**config.mk**
```make
export PLATFORM = sky130hd
export DESIGN_NAME = vebpf_mem_initiator
export DESIGN_NICKNAME = d
export VERILOG_FILES = /design/src/rtl/vebpf_mem_initiator.sv
export SDC_FILE = /design/constraint.sdc
export NUM_CORES = 1
export LEC_CHECK = 0
export ABC_CLOCK_PERIOD_IN_PS = 6800
export CAP_MARGIN = 25
export CORE_AREA = 2 2 137 139
export DETAILED_ROUTE_END_ITERATION = 7
export DIE_AREA = 0 0 139 141
export GPL_TIMING_DRIVEN = 0
export PLACE_DENSITY = 0.72
export SYNTH_ARGS = -nofsm -noshare
export SYNTH_HDL_FRONTEND = slang
export SYNTH_SLANG_ARGS = --single-unit
```
**constraint.sdc**
```tcl
create_clock -name clk -period 6.8 [get_ports clk]
set_input_delay 1.36 -clock clk [delete_from_list [all_inputs] [get_ports clk]]
set_output_delay 1.36 -clock clk [all_outputs]
set_load 0.02 [all_outputs]
```
**src/rtl/vebpf_mem_initiator.sv**
```systemverilog
// ============================================================================
// vebpf_mem_initiator
// ----------------------------------------------------------------------------
// Load/store initiator for the VeBPF core. Takes one core request at a time
// (byte, half, word or double-word; load or store), runs a single strobe/ack
// cycle on the scratch-RAM bus, and returns a one-cycle response carrying
// zero-extended load data or an error flag. Accesses that would run past the
// end of memory are rejected without touching the bus. A strobe left
// unanswered for TIMEOUT_CYCLES cycles is abandoned and reported as an error.
//
// Ports
//   clk, rst          clock; synchronous active-high reset
//   req_valid/ready   core request handshake (accepted when both high)
//   req_we            1 = store, 0 = load
//   req_size          0=byte, 1=half, 2=word, 3=double-word
//   req_addr          byte address of the lowest byte (little-endian)
//   req_wdata         store data, low bytes used
//   rsp_valid         one-cycle completion pulse
//   rsp_err           range error or timeout, qualifies rsp_valid
//   rsp_rdata         load result, zero-extended; 0 for stores and errors
//   mem_adr/stb/we    RAM address, strobe, write enable
//   mem_ww            RAM byte count 1/2/4/8
//   mem_dat_w         RAM write data, bytes above the access width zeroed
//   mem_ack           RAM acknowledge
//   mem_dat_r0..r8    RAM read lanes of 8/16/32/64 bits
// ============================================================================
module vebpf_mem_initiator #(
    parameter int DATA_SIZE      = 64,
    parameter int ADDRESS_SIZE   = 11,
    parameter int TIMEOUT_CYCLES = 64
) (
    input  logic                    clk,
    input  logic                    rst,
    input  logic                    req_valid,
    output logic                    req_ready,
    input  logic                    req_we,
    input  logic [1:0]              req_size,
    input  logic [ADDRESS_SIZE-1:0] req_addr,
    input  logic [DATA_SIZE-1:0]    req_wdata,
    output logic                    rsp_valid,
    output logic                    rsp_err,
    output logic [DATA_SIZE-1:0]    rsp_rdata,
    output logic [ADDRESS_SIZE-1:0] mem_adr,
    output logic                    mem_stb,
    output logic                    mem_we,
    output logic [3:0]              mem_ww,
    output logic [DATA_SIZE-1:0]    mem_dat_w,
    input  logic                    mem_ack,
    input  logic [7:0]              mem_dat_r0,
    input  logic [15:0]             mem_dat_r2,
    input  logic [31:0]             mem_dat_r4,
    input  logic [63:0]             mem_dat_r8
);

    typedef enum logic [1:0] {
        IDLE,
        ACCESS,
        RELEASE,
        RESP
    } state_t;

    // The strobe is dropped on the edge where the counter holds this value,
    // which leaves it high for exactly TIMEOUT_CYCLES cycles.
    localparam logic [7:0]            TIMEOUT_LAST = 8'(TIMEOUT_CYCLES - 1);
    localparam logic [ADDRESS_SIZE:0] MEM_SPAN     = {1'b1, {ADDRESS_SIZE{1'b0}}};
    localparam logic [ADDRESS_SIZE:0] ONE_EXT      = {{ADDRESS_SIZE{1'b0}}, 1'b1};

    state_t                  state, state_nxt;
    logic [7:0]              cnt, cnt_nxt;
    logic [1:0]              size_q, size_nxt;
    logic                    ready_nxt;
    logic                    stb_nxt;
    logic                    we_nxt;
    logic [3:0]              ww_nxt;
    logic [ADDRESS_SIZE-1:0] adr_nxt;
    logic [DATA_SIZE-1:0]    dat_w_nxt;
    logic                    rsp_valid_nxt;
    logic                    rsp_err_nxt;
    logic [DATA_SIZE-1:0]    rsp_rdata_nxt;

    logic [ADDRESS_SIZE:0]   end_addr;
    logic                    range_err;
    logic [DATA_SIZE-1:0]    wdata_masked;
    logic [DATA_SIZE-1:0]    rd_lane;

    // One extra bit so an access ending exactly at the top of memory is
    // distinguished from one that would wrap back to address zero.
    assign end_addr  = {1'b0, req_addr} + (ONE_EXT << req_size);
    assign range_err = end_addr > MEM_SPAN;

    // Store data with every byte beyond the access width forced to zero.
    always_comb begin
        wdata_masked = '0;
        unique case (req_size)
            2'd0:    wdata_masked = DATA_SIZE'(req_wdata[7:0]);
            2'd1:    wdata_masked = DATA_SIZE'(req_wdata[15:0]);
            2'd2:    wdata_masked = DATA_SIZE'(req_wdata[31:0]);
            default: wdata_masked = req_wdata;
        endcase
    end

    // Read lane matching the size of the transaction in flight.
    always_comb begin
        rd_lane = '0;
        unique case (size_q)
            2'd0:    rd_lane = DATA_SIZE'(mem_dat_r0);
            2'd1:    rd_lane = DATA_SIZE'(mem_dat_r2);
            2'd2:    rd_lane = DATA_SIZE'(mem_dat_r4);
            default: rd_lane = DATA_SIZE'(mem_dat_r8);
        endcase
    end

    // Next-state and next-output logic. Every output is a register, so this
    // block computes the value each output takes after the coming edge.
    always_comb begin
        state_nxt     = state;
        cnt_nxt       = cnt;
        size_nxt      = size_q;
        ready_nxt     = req_ready;
        stb_nxt       = mem_stb;
        we_nxt        = mem_we;
        ww_nxt        = mem_ww;
        adr_nxt       = mem_adr;
        dat_w_nxt     = mem_dat_w;
        rsp_valid_nxt = 1'b0;
        rsp_err_nxt   = rsp_err;
        rsp_rdata_nxt = rsp_rdata;

        unique case (state)
            IDLE: begin
                ready_nxt = 1'b1;
                if (req_valid && req_ready) begin
                    ready_nxt = 1'b0;
                    size_nxt  = req_size;
                    we_nxt    = req_we;
                    ww_nxt    = 4'd1 << req_size;
                    adr_nxt   = req_addr;
                    dat_w_nxt = wdata_masked;
                    cnt_nxt   = '0;
                    if (range_err) begin
                        state_nxt     = RESP;
                        rsp_valid_nxt = 1'b1;
                        rsp_err_nxt   = 1'b1;
                        rsp_rdata_nxt = '0;
                    end else begin
                        state_nxt = ACCESS;
                        stb_nxt   = 1'b1;
                    end
                end
            end

            // An ack seen on the timeout edge still counts as success.
            ACCESS: begin
                if (mem_ack) begin
                    state_nxt     = RESP;
                    stb_nxt       = 1'b0;
                    rsp_valid_nxt = 1'b1;
                    rsp_err_nxt   = 1'b0;
                    rsp_rdata_nxt = mem_we ? '0 : rd_lane;
                end else if (cnt == TIMEOUT_LAST) begin
                    state_nxt     = RESP;
                    stb_nxt       = 1'b0;
                    rsp_valid_nxt = 1'b1;
                    rsp_err_nxt   = 1'b1;
                    rsp_rdata_nxt = '0;
                end else begin
                    cnt_nxt = cnt + 8'd1;
                end
            end

            RESP: begin
                state_nxt     = RELEASE;
                rsp_err_nxt   = 1'b0;
                rsp_rdata_nxt = '0;
            end

            // Hold off the next strobe until the RAM has retired its ack.
            RELEASE: begin
                if (!mem_ack) begin
                    state_nxt = IDLE;
                    ready_nxt = 1'b1;
                end
            end

            default: begin
                state_nxt = IDLE;
            end
        endcase
    end

    // State and output registers. Reset abandons any transaction in flight
    // without producing a response.
    always_ff @(posedge clk) begin
        if (rst) begin
            state     <= IDLE;
            cnt       <= '0;
            size_q    <= '0;
            req_ready <= 1'b0;
            mem_stb   <= 1'b0;
            mem_we    <= 1'b0;
            mem_ww    <= '0;
            mem_adr   <= '0;
            mem_dat_w <= '0;
            rsp_valid <= 1'b0;
            rsp_err   <= 1'b0;
            rsp_rdata <= '0;
        end else begin
            state     <= state_nxt;
            cnt       <= cnt_nxt;
            size_q    <= size_nxt;
            req_ready <= ready_nxt;
            mem_stb   <= stb_nxt;
            mem_we    <= we_nxt;
            mem_ww    <= ww_nxt;
            mem_adr   <= adr_nxt;
            mem_dat_w <= dat_w_nxt;
            rsp_valid <= rsp_valid_nxt;
            rsp_err   <= rsp_err_nxt;
            rsp_rdata <= rsp_rdata_nxt;
        end
    end

endmodule

```
# After elaboration in Yosys (flattened, before gate mapping)
# Cells that the tools add are included.
# op_classes
n_lt_le_gt_ge,1
reduce_logical,13
addsub,2
n_eq_ne,15
n_mux,36
n_shift,2
# ops
operator,count
case mux 64 bit (3 select lines),3
2-to-1 mux 64 bit,5
2-to-1 mux 8 bit,3
case mux 8 bit (2 select lines),1
2-to-1 mux 1 bit,14
adder 11 x 12 -> 12 bit,1
> comparator 12 bit (second input constant),1
!= test 2 bit (second input constant),6
AND reduction 4 bit,3
left shift 1 x 2 -> 12 bit (first input constant),1
2-to-1 mux 2 bit,5
adder 8 x 1 -> 8 bit (second input constant),1
equality test 2 bit (second input constant),4
equality test 8 x 6 -> 1 bit (second input constant),1
case mux 2 bit (4 select lines),1
equality test 2 x 1 -> 1 bit (second input constant),3
logical NOT 2 bit,3
case mux 1 bit (2 select lines),3
AND reduction 2 bit,2
nonzero test 2 bit,2
left shift 1 x 2 -> 4 bit (first input constant),1
!= test 3 bit (second input constant),1
case mux 1 bit (3 select lines),1
AND reduction 3 bit,1
other kinds (2),2
# totals
register_bits,160
output_inout_bits,148
inputBits,202
word_cells,81

# Longest topological paths before layout
# Gate-level depths: netlist of run 1.
# depth
word_depth,6
mapped_depth,11
mapped_depth_nobuf,9

# Least setup slack after synthesis of run 1
# Ideal clock, no wire load.
# synth_path
path_kind,input to register
start,input req_size[0]
end,register rsp_rdata[4]
t_arrival_ns,3.188
n_path_buf,2
setup_time_ns,0.060
path_stages,11
setup_slack_ns,3.552
cell_sequence,nor2b_1 > buf_6 > xor2_1 > ha_1 > a21oi_1 > o221ai_1 > o211a_1 > nand3_1 > o211ai_4 > buf_6 > a22o_1
# synth_between
elab_chain_len,5
# synth_lines
element,line,text
"start, declared",37,"input logic [1:0] req_size,"
left shift 1 x 2 -> 12 bit,88,"assign end_addr = {1'b0, req_addr} + (ONE_EXT << req_size);"
adder 11 x 12 -> 12 bit,88,
> comparator 12 bit,89,assign range_err = end_addr > MEM_SPAN;
!= test 2 bit (no source line),--,
AND reduction 4 bit (no source line),--,
"end signal, assigned",219,rsp_rdata <= rsp_rdata_nxt;
"end, declared",42,"output logic [DATA_SIZE-1:0] rsp_rdata,"
# No other way between the ends.
# A chain may end at the register's enable or synchronous reset.

# Worst setup path after layout of run 1
# layout_path
start,input req_size[0]
end,register rsp_rdata[27]
# The elaborated chain is that of the path after synthesis.

==> reports/results.ini, run 1 <==
[drt]
drt-pass1-iter-count = 4
num_vias = 5807
drt_wl_total_um = 21600
drc_errors = 0
wl_per_cell_um = 18.4
drt_iter0_markers = 241
avgViaCountPerCell = 4.95
ant_nets = 0

[cells_and_area]
final_common_cell = clkdlybuf4s50_1
nFillCells = 1641
layout_common_cells = clkdlybuf4s50_1 (347), dfxtp_1 (160), a22o_1 (96)
stdcell_area_um2 = 10300
syn_to_final_growth_pct = 72.3
layout.nets = 1131
drive_above_1_share = 0.0682
antenna_cells = 0

[power_and_ir_drop]
leakagePower_nw = 3.77
seqPwrFrac = 0.434
p_switching_w = 0.000579
sw_frac_of_total = 0.258
combPwrFrac = 0.147
power.density_nw_per_um2 = 217
clockPowerShare = 0.419
intPower_w = 0.00166
power.total_w = 0.00224
ir_worst_vdd_uv = 157

[place]
place_hpwl_um = 16500
placed_area_um2 = 9770
port_buffers = 347
post-place-ws_ps = 2350
routabilityCongestion = 0.853

[timing]
finalMaxSlewViolations = 0
fin_crit_sh = 0.584
relSlewSlack = 0.369
rsz0062_at_grt = no
worst_pin_slew_ps = 942
finalSetupTns_ps = 0
hold_viol_final = 0
finalSetupViolCount = 0
min_period_ps = 3970
skew_ps = 15.9
max_freq_mhz = 252
setup_slack_ps = 2830

[floorplan]
die-area_um2 = 19600
initial_core_util = 0.329
dieWidth_um = 139
placementRows = 50
pin_count = 350
coreArea_um2 = 18300
fp.dieH_um = 141

[clocking]
clk_pin_slew_ps = 70
numCtsBuffers = 17
cts_tree = built
cts_resized = 0
holdBufCountCts = 0
cts-root-buf = clkbuf_16
post_cts_buffers = 0
h-tree-depth = 4
clock_path_buffers = 2
worstSkewPairLatency_ps = 430
cts.sinks = 160

[synth]
synthArstFlopShare = 0
netlist_instances = 559
synth.distinct_cells = 47
synth_flop_cell = dfxtp_1
syn-cell-area_um2 = 6000
yosysWarningCount = 0
ys_ff_latch = 160
synth_nets = 765
synth_edf_count = 0
synth_area_per_cell_um2 = 10.7
yosysSeqAreaShare = 0.534

[worst_setup_path]
slowest_stage = clkdlybuf4s50_1
cp_max_fo = 10
arrival_ps = 4320
ff2ff_setup_slack_ps = 4150
worstRegToRegCells = 7
cpPeakStageDelay_ps = 540
crit_top_cell = ha_1
path_cells = clkdlybuf4s50_1, nor2_1, ha_1, ha_1, a211oi_1, o31ai_1, nand3_1, o211ai_4, buf_6, o2bb2ai_1
path_class = input port to flop
cp-end-kind = flop
startpoint_type = input port
required_ps = 7140

[run]
cap_violations = 0

[outcome]
outcome = finished, final reports clean

[grt]
grt_pass1_wl_um = 31900
grt_pass1_vias = 5667
overflow = 0
track_usage = 0.211
grt_max_degree = 17
antenna_found_initial = 0

[worst_hold_path]
min_path_type = flop to flop
min_path_cells = 2

-- metrics by stage --
stage                      util  std cells  hold slack [ps]
after global placement    0.535       1140              434
after detailed placement  0.535       1140              446
after CTS                 0.566       1172              454
final                     0.566       1172              453
after global routing      0.566       1172              475
after floorplan               -        559              477
-- kinds of logic after synthesis --
group	synth area share
xor+xnor	0.0102
buf+inv	0.0404
mux	0.0717
flops	0.534
fa+ha+maj	0.0102
compound gates	0.247
simple gates	0.0869
-- cell usage after synthesis (2+ instances only) --
master	number	area [um^2]
buf_1	7	26.3
a21o_1	2	15.0
xnor2_1	3	26.3
xor2_1	4	35.0
o21ai_0	3	15.0
nor3_1	5	25.0
ha_1	4	50.1
dfxtp_1	160	3200
nand3_1	5	25.0
o211ai_1	2	15.0
a211oi_1	2	15.0
a22oi_1	8	60.1
mux2_2	8	90.1
a21oi_1	36	180
clkbuf_1	31	116
o2bb2ai_1	25	219
buf_6	7	78.8
nand2_1	58	218
buf_2	2	10.0
a22o_1	96	841
and2_1	3	18.8
and3_1	5	31.3
nor2_1	27	101
mux2i_1	16	160
nor4bb_1	2	20.0
nor2b_1	4	25.0
nand2b_1	3	18.8
or2_2	3	18.8
inv_1	3	11.3
mux4_2	8	180
-- power groups by stage --
stage / Combinational [W] / Clock (W) / Sequential, W
global route: 0.000351 / 0.000996 / 0.000975
detailed placement: 0.000330 / 0 / 0.000993
CTS: 0.000332 / 0.000960 / 0.000972
finish: 0.000329 / 0.000940 / 0.000972
floorplan: 0.000107 / 0 / 0.00102
global placement: 0.000329 / 0 / 0.000993
-- path summary, 6_finish.rpt --
check                     startpoint                          to
min reg2reg  mem_adr[2]$_SDFFE_PP0P_     mem_adr[2]$_SDFFE_PP0P_
max                      req_size[0]  rsp_rdata[27]$_SDFFE_PP0P_
max reg2reg    state[0]$_SDFFE_PP0P_  rsp_rdata[38]$_SDFFE_PP0P_
min          mem_adr[2]$_SDFFE_PP0P_     mem_adr[2]$_SDFFE_PP0P_
-- metal layers --
layer / GRT usage / routed length (um) / vias to the layer above
li1: - / - / 2809
met1: 0.247 / 8930 / 2727
met2: 0.367 / 10700 / 253
met3: 0.0724 / 1700 / 18
met4: 0.0590 / 291 / 0
met5: 0 / 0 / -
-- layout make-up --
| type | count | area [um^2] | area share |
|---|---|---|---|
| inverter | 3 | 11.3 | 0.00109 |
| timing repair buffer | 347 | 3470 | 0.336 |
| sequential | 160 | 3200 | 0.310 |
| clock buffer | 17 | 425 | 0.0411 |
| multi-input combinational | 349 | 2560 | 0.247 |
| clock inverter | 15 | 148 | 0.0143 |
| tap | 234 | 293 | 0.0283 |
| buffer | 47 | 231 | 0.0224 |
-- registers in the layout (all words and copies together), names as in the netlist --
| register | flops |
|---|---|
| mem_ww | 4 |
| mem_stb | 1 |
| rsp_err | 1 |
| req_ready | 1 |
| cnt | 8 |
| mem_dat_w | 64 |
| mem_we | 1 |
| mem_adr | 11 |
| rsp_valid | 1 |
| size_q | 2 |
| state | 2 |
| rsp_rdata | 64 |
-- critical path, delay by kind of cell --
kind / cells / cell delay, ps
fa+ha+maj: 2 / 590
simple gates: 2 / 470
buf+inv: 2 / 760
compound gates: 4 / 1120
Power figures use the tool's default switching activity.
==> run 2, diff against run 1 <==
==> config.mk (replaced) <==
export PLATFORM = sky130hd
export DESIGN_NAME = vebpf_mem_initiator
export DESIGN_NICKNAME = d
export VERILOG_FILES = /design/src/rtl/vebpf_mem_initiator.sv
export SDC_FILE = /design/constraint.sdc
export NUM_CORES = 1
export LEC_CHECK = 0
export ABC_CLOCK_PERIOD_IN_PS = 3200
export CAP_MARGIN = 25
export CORE_UTILIZATION = 34
export DETAILED_ROUTE_END_ITERATION = 7
export GPL_TIMING_DRIVEN = 0
export PLACE_DENSITY = 0.76
export SYNTH_ARGS = -nofsm -noshare
export SYNTH_HDL_FRONTEND = slang
export SYNTH_SLANG_ARGS = --single-unit
==> constraint.sdc (replaced) <==
create_clock -name clk -period 3.2 [get_ports clk]
set_input_delay 0.64 -clock clk [delete_from_list [all_inputs] [get_ports clk]]
set_output_delay 0.64 -clock clk [all_outputs]
set_load 0.02 [all_outputs]
==> run 2 against run 1 <==
  * Register-to-register slack got worse by 3500 ps
  * Sequential cell count stayed put
  * Combinational power increased by 120%
  * Highest routed layer unchanged
==> reports/results.ini, run 2 (synthesized netlist as in run 1, its figures left out) <==
[worst_hold_path]
min_path_cells = 1
worst_hold_startpoint = mem_ww[3]$_SDFFE_PP0P_
min_path_type = flop to flop
min_to = mem_ww[3]$_SDFFE_PP0P_

[cells_and_area]
drive_above_1_share = 0.0702
final_core_util = 0.601
layout.nets = 1133
final_common_cell = clkdlybuf4s50_1
top_regs = mem_dat_w (64), rsp_rdata (64), mem_adr (11)
syn_to_final_growth_pct = 73.2
layout_common_cells = clkdlybuf4s50_1 (347), dfxtp_1 (160), a22o_1 (96)

[worst_setup_path]
worst_r2r_endpoint = rsp_rdata[33]$_SDFFE_PP0P_
crit_top_cell = buf_6
required_ps = 3540
startpoint_type = input port
arrival_ps = 3250
ff2ff_setup_slack_ps = 670
path_class = input port to flop
cp-end-kind = flop
critPathBufInv = 4
path_cells = clkdlybuf4s50_1, nor2b_1, buf_6, xor2_1, ha_1, a21oi_1, o221ai_1, o211a_1, nand3_1, o211ai_4, buf_12, buf_6, o2bb2ai_1
worstRegToRegCells = 7
cpPeakStageDelay_ps = 610
slowest_stage = clkdlybuf4s50_1
critPathTopFamily = buffers and inverters
cp_max_fo = 10
startpoint = req_size[0]
r2r_start = state[0]$_SDFFE_PP0P_

[drt]
drc_errors = 0
route.met3.wl_um = 1810
wl_met2_um = 10800
wl_per_cell_um = 18.4
ant_nets = 0
drt_iter0_markers = 219
drt-pass1-iter-count = 4
highest_layer = met4
drt_wl_total_um = 21500
wl_met1_um = 8420
num_vias = 5784
avgViaCountPerCell = 4.96

[floorplan]
coreArea_um2 = 17300
fp.dieH_um = 135
die-area_um2 = 18200
dieWidth_um = 135
initial_core_util = 0.347
placementRows = 48
pin_count = 350

[grt]
overflow = 0
antenna_found_initial = 1
grt_pass1_vias = 5720
grt_pass1_wl_um = 31300
grt_max_degree = 18
track_usage = 0.230

[clocking]
worstSkewPairLatency_ps = 430
numCtsBuffers = 17
cts_resized = 0
cts-root-buf = clkbuf_16
cts.sinks = 160
holdBufCountCts = 0
h-tree-depth = 4
clk_pin_slew_ps = 70
clock_path_buffers = 2
post_cts_buffers = 0
cts_tree = built

[place]
place_hpwl_um = 16600
port_buffers = 347
routabilityCongestion = 0.844

[power_and_ir_drop]
ir_worst_vdd_uv = 349
leakagePower_nw = 3.80
power.total_w = 0.00490
power.density_nw_per_um2 = 471

[timing]
finalSetupViolCount = 0
max_freq_mhz = 344
fin_crit_sh = 0.909
rsz0062_at_grt = no
relSlewSlack = 0.356
finalMaxSlewViolations = 0
skew_ps = 15.5
min_period_ps = 2910
worst_pin_slew_ps = 958
hold_viol_final = 0

[outcome]
outcome = finished, final reports clean

[run]
cap_violations = 0

-- run 2: changes by cell type in the layout (fill, tap and decap cells not counted) --
cell,change
clkinvlp_4,+1
inv_8,+3
clkinv_2,-2
buf_4,+1
inv_6,+1
diode_2,+1
clkinv_4,-4
buf_12,+1
bufinv_16,+1
-- run 2: cell type report --
type | count | area (um^2)
Sequential cell | 160 | 3200
Clock buffer | 17 | 425
Antenna cell | 1 | 2.50
Multi-Input combinational cell | 349 | 2560
Clock inverter | 15 | 183
Fill cell | 1468 | 6900
Inverter | 3 | 11.3
Tap cell | 225 | 282
Timing Repair Buffer | 349 | 3500
Buffer | 47 | 231
-- run 2: power by group --
group | internal [W] | switching (W) | total [W]
clock | 0.00119 | 0.000927 | 0.00212
sequential | 0.00204 | 0.0000278 | 0.00207
combinational | 0.000405 | 0.000306 | 0.000711
-- run 2: per-layer routing --
metal | up-vias | track usage
li1 | 2818 | -
met1 | 2680 | 0.249
met2 | 256 | 0.413
met3 | 30 | 0.0770
met4 | 0 | 0.0868
met5 | - | 0
-- run 2: metrics by stage --
stage                     hold slack, ps  instances  worst slack, ps  TNS [ps]  area (um^2)
after floorplan                      477        559              672         0         6000
after global routing                 475       1166             28.2         0        10400
after CTS                            456       1163             46.3         0        10400
after detailed placement             442       1131             -393    -23990         9760
final                                452       1166              291         0        10400
after global placement               434       1131             -394    -23470         9760
-- run 2: how the worst max path moves through the flow --
stage / end / cells past startpoint
detailed placement: rsp_rdata[33]$_SDFFE_PP0P_ / 12
floorplan: rsp_rdata[4]$_SDFFE_PP0P_ / 11
CTS: rsp_rdata[6]$_SDFFE_PP0P_ / 12
global route: mem_stb$_SDFFE_PP0P_ / 11
global placement: rsp_rdata[7]$_SDFFE_PP0P_ / 12
finish: rsp_rdata[15]$_SDFFE_PP0P_ / 13
